--- src/rtl/axis_add_tail.sv ---
// axis_add_tail: forwards data beats, then closes each frame with one generated tail beat (tlast=1).
// Optional build macro AXIS_ADD_TAIL_CNT_EN: the tail's low CNT_WIDTH bits carry the accepted-beat count.
module axis_add_tail #(
  parameter int unsigned           DATA_WIDTH  = 64,
  parameter int unsigned           CNT_WIDTH   = 16,
  parameter logic [DATA_WIDTH-1:0] TAIL_MARKER = DATA_WIDTH'(64'hFFFF_0000_0000_0000)
) (
  input  logic                  clk,
  input  logic                  rst,
  input  logic [CNT_WIDTH-1:0]  frame_len,
  output logic                  s_axis_tready,
  input  logic [DATA_WIDTH-1:0] s_axis_tdata,
  input  logic                  s_axis_tlast,
  input  logic                  s_axis_tvalid,
  input  logic                  m_axis_tready,
  output logic [DATA_WIDTH-1:0] m_axis_tdata,
  output logic                  m_axis_tlast,
  output logic                  m_axis_tvalid
);

  typedef enum logic [1:0] {IDLE, DATA, TAIL} state_e;

  state_e                state_q;
  logic [CNT_WIDTH-1:0]  len_q;
  logic [CNT_WIDTH-1:0]  cnt_q;
  logic [DATA_WIDTH-1:0] tdata_q;
  logic                  tlast_q;
  logic                  tvalid_q;

  logic                  ld_ok;
  logic                  in_hs;
  logic [DATA_WIDTH-1:0] tail_data_d;

  // NOTE: every output of this block is assigned on every path, so no latch is inferred.
  always_comb begin
    ld_ok         = !tvalid_q || m_axis_tready;
    s_axis_tready = (state_q == DATA) && ld_ok;
    in_hs         = s_axis_tvalid && s_axis_tready;
`ifdef AXIS_ADD_TAIL_CNT_EN
    tail_data_d   = {TAIL_MARKER[DATA_WIDTH-1:CNT_WIDTH], cnt_q};
`else
    tail_data_d   = TAIL_MARKER;
`endif
  end

  // NOTE: non-blocking assignments; the ld_ok clear of tvalid_q is overridden by a later load in the same cycle.
  always_ff @(posedge clk) begin
    if (rst) begin
      state_q  <= IDLE;
      len_q    <= '0;
      cnt_q    <= '0;
      tdata_q  <= '0;
      tlast_q  <= 1'b0;
      tvalid_q <= 1'b0;
    end else begin
      if (ld_ok) tvalid_q <= 1'b0;
      case (state_q)
        IDLE: begin
          len_q   <= frame_len;
          cnt_q   <= '0;
          state_q <= (frame_len == '0) ? TAIL : DATA;
        end
        DATA: begin
          if (in_hs) begin
            tdata_q  <= s_axis_tdata;
            tlast_q  <= 1'b0;
            tvalid_q <= 1'b1;
            cnt_q    <= cnt_q + CNT_WIDTH'(1);
            // Length reached and early tlast on the same beat still give a single tail.
            if ((cnt_q == len_q - CNT_WIDTH'(1)) || s_axis_tlast) state_q <= TAIL;
          end
        end
        TAIL: begin
          if (ld_ok) begin
            tdata_q  <= tail_data_d;
            tlast_q  <= 1'b1;
            tvalid_q <= 1'b1;
            state_q  <= IDLE;
          end
        end
        default: state_q <= IDLE;
      endcase
    end
  end

  assign m_axis_tdata  = tdata_q;
  assign m_axis_tlast  = tlast_q;
  assign m_axis_tvalid = tvalid_q;

endmodule

--- config.mk ---
export PLATFORM = sky130hd
export DESIGN_NAME = axis_add_tail
export DESIGN_NICKNAME = d
export VERILOG_FILES = /design/src/rtl/axis_add_tail.sv
export SDC_FILE = /design/constraint.sdc
export NUM_CORES = 1
export LEC_CHECK = 0
export BUFFER_PORTS_ARGS = -buffer_cell sky130_fd_sc_hd__buf_2
export CAP_MARGIN = 20
export CORE_MARGIN = 2
export CORE_UTILIZATION = 45
export DETAILED_ROUTE_END_ITERATION = 16
export PLACE_DENSITY_LB_ADDON = 0.3
export SYNTH_ARGS = -nofsm -noshare
export SYNTH_HDL_FRONTEND = slang
export SYNTH_SLANG_ARGS = --single-unit
--- constraint.sdc ---
create_clock -name clk -period 2.1 [get_ports clk]
set_input_delay 0.21 -clock clk [delete_from_list [all_inputs] [get_ports clk]]
set_output_delay 0.21 -clock clk [all_outputs]
set_load 0.01 [all_outputs]
==> results.py <==
metrics = {
    "status": {
        "status": "finished with violations",
        "violations": "setup timing",
    },
    "worst_hold_path": {
        "hold_path.class": "in2reg",
        "whs_path_depth": 3,
        "hold_end": "m_axis_tdata[2]",
        "holdCritStartpoint": "s_axis_tdata[2]",
    },
    "pwr": {
        "p_sw_share_pct": 37.0,
        "p_clk_share_pct": 21.3,
        "finalPower_mw": 6.27,
        "intPower_mw": 3.95,
        "p_leak_nw": 2.51,
        "ir_worst_vdd_v": 0.000639,
        "p_seq_share_pct": 39.5,
        "switchingPower_mw": 2.32,
        "power_density_nw_per_um2": 1130,
        "comb_power_share_pct": 39.2,
    },
    "synth": {
        "async_reset_ff_share_pct": 0,
        "synthTopCellsByArea": "dfxtp_1 (47%), nor2_1 (9.4%), a22oi_1 (8.9%)",
        "ys_seq_area_share_pct": 47.2,
        "synth_nets": 562,
        "postSynthCellCount": 472,
        "yosys_warnings": 0,
        "synth_edf_count": 0,
        "synth.most_common_cell": "nor2_1",
        "ys_seq_elements": 100,
        "syn_area_sq_um": 4240,
        "synth_top_cell_area_share_pct": 47.2,
        "synth_common_cells": "nor2_1 (106), dfxtp_1 (100), a22oi_1 (50), clkbuf_1 (32), xnor2_1 (19)",
        "synthFlopType": "dfxtp_1",
        "synthDistinctLibCells": 50,
        "avgSynthCellArea_sq_um": 8.98,
        "yosysTopAreaCell": "dfxtp_1",
    },
    "floorplan": {
        "die_area_sq_um": 10200,
        "fp.dieH_um": 101,
        "start_util_pct": 46.1,
        "core_sq_um": 9200,
        "die_w_um": 101,
        "std_cell_rows": 35,
        "io-pin-count": 152,
    },
    "clock_tree": {
        "cts.path.max_buffers": 2,
        "numCtsBuffers": 9,
        "cts_tree": "built",
        "cts_sinks": 100,
        "clock_latency_ps": 370,
        "path_clk_slew_ps": 110,
        "cts_hold_buffers": 0,
        "cts_max_level": 3,
        "root_buffer": "clkbuf_8",
    },
    "route": {
        "vias": 4004,
        "via_per_inst": 5.41,
        "post_drt_wl_per_cell_um": 15.3,
        "routed_wirelength_um": 11300,
        "antenna_left": 0,
        "drt-initial-drc-count": 192,
        "drtPass1Iterations": 4,
        "drc": 0,
    },
    "critical_path": {
        "cp-start-kind": "flip-flop",
        "slowest_stage": "or3_4",
        "r2r_cells": 7,
        "worstSetupEndpointType": "flip-flop",
        "crit_type": "reg2reg",
        "path_common_cell": "or3_4",
        "reg2reg_slack_ps": -150,
        "crit_family": "simple AND/OR/NAND/NOR gates",
        "r2r-start": "len_q[2]",
        "cp-startpoint": "len_q[2]",
        "cp.depth": 7,
        "worst-path-buf-inv": 1,
        "cp.required_ps": 2370,
        "max_stage_delay_ps": 400,
        "r2r-end": "state_q[0]",
        "path_cells": "or3_4, or3_4, a22oi_2, o2111ai_2, o41ai_2, buf_4, mux2i_1",
        "worst-path-max-fanout": 5,
        "arrival_ps": 2520,
    },
    "placed_design": {
        "placed_area_sq_um": 5210,
        "routabilityCongestion": 0.905,
        "hpwl_um": 8120,
        "port_buffers": 151,
    },
    "sta": {
        "timing.final.ws_setup_ps": -152,
        "fin_crit_sh_pct": 107,
        "finalSetupViolations": 2,
        "rsz0062_at_grt": "true",
        "min_period_ps": 2250,
        "clock.fmax_mhz": 444,
        "fin_skew_ps": 23.3,
        "hold_viol_final": 0,
        "worst_slew_pin_slew_ps": 560,
        "maxSlewViolCount": 0,
        "whs_ps": 82.0,
        "relSlewSlack_pct": 62.7,
    },
    "finish": {
        "drive_above_1_share_pct": 34.7,
        "fill_cells": 821,
        "diodes": 0,
        "final_area_sq_um": 5540,
        "fin_nets": 714,
        "syn_to_final_growth_pct": 30.5,
    },
    "global_routing": {
        "grt_usage_pct": 21.7,
        "grt_max_degree": 82,
        "grt_pass1_wl_um": 17700,
        "antenna_found_initial": 1,
        "grt_overflow": 0,
        "grt_pass1_vias": 3776,
    },
    "job": {
        "cap_violations": 0,
    },
}
kinds of logic after synthesis:
| family | share of synthesized area, % |
|---|---|
| compound gates | 16.3 |
| flops | 47.2 |
| xor+xnor | 5.99 |
| mux | 4.28 |
| buf+inv | 3.75 |
| fa+ha+maj | 1.48 |
| simple gates | 21.0 |
registers in the layout, indices dropped and copies added (netlist names):
register,cells
state_q,2
len_q,16
m_axis_tvalid,1
m_axis_tlast,1
m_axis_tdata,64
cnt_q,16
cell usage in the layout (no fill, tap or decap), drive strengths merged, types with 4 or more instances in the layout:
cell type,instances
a21oi,4
a22oi,50
and3,5
buf,175
clkbuf,9
dfxtp,100
ha,5
inv,9
mux2i,17
nand2,9
nand2b,7
nand3,9
nand4,8
nor2,106
nor3,9
nor4,9
o21ai,7
o22ai,16
or3,5
xnor2,19
xor2,10
timing repair:
action / in CTS / in global routing
resized for setup: 9 / 14
hold endpoints to repair: 0 / 0
pin swaps: 2 / 4
buffers inserted: 3 / 1
setup endpoints to repair: 2 / 5
power by group through the flow:
stage	registers [mW]	logic [mW]	clock network, mW
after floorplan	2.58	1.43	0
after global placement	2.48	2.28	0
after detailed placement	2.50	2.33	0
after CTS	2.46	2.38	1.37
after global routing	2.52	2.69	1.44
final	2.48	2.45	1.34
layout make-up:
class                           count  area [sq um]  area share, %
Clock inverter                      7           100           1.81
Tap cell                          111           139           2.51
Clock buffer                        9           124           2.24
Multi-Input combinational cell    332          2150           38.8
Inverter                            6          22.5          0.407
Sequential cell                   100          2020           36.4
Timing Repair Buffer              175           985           17.8
how the worst max path moves through the flow:
stage                             to  slack, ps
final                     state_q[0]       -150
after global placement    state_q[0]       -110
after global routing      state_q[0]       -270
after floorplan           state_q[0]          3
after CTS                 state_q[0]       -160
after detailed placement  state_q[0]       -250
per-stage QoR:
| step | instances | util [%] | TNS [ps] | worst slack, ps |
|---|---|---|---|---|
| final | 740 | 60.2 | -178 | -152 |
| after global routing | 740 | 60.2 | -394 | -266 |
| after CTS | 739 | 59.5 | -188 | -156 |
| after detailed placement | 720 | 56.6 | -355 | -247 |
| after global placement | 720 | 56.6 | -135 | -106 |
| after floorplan | 472 | - | 0 | 2.93 |
tightest hold or removal path, delay by kind of cell:
kind | cells | cell delay [ps]
simple gates | 1 | 70
compound gates | 1 | 60
buf+inv | 1 | 80
layer usage:
metal	track usage [%]	up-vias	routed length, um
met5	0	-	0
met4	6.34	0	83
met3	6.45	6	779
met2	36.2	117	5590
met1	27.2	1902	4840
li1	-	1979	-
Power figures use the tool's default switching activity.
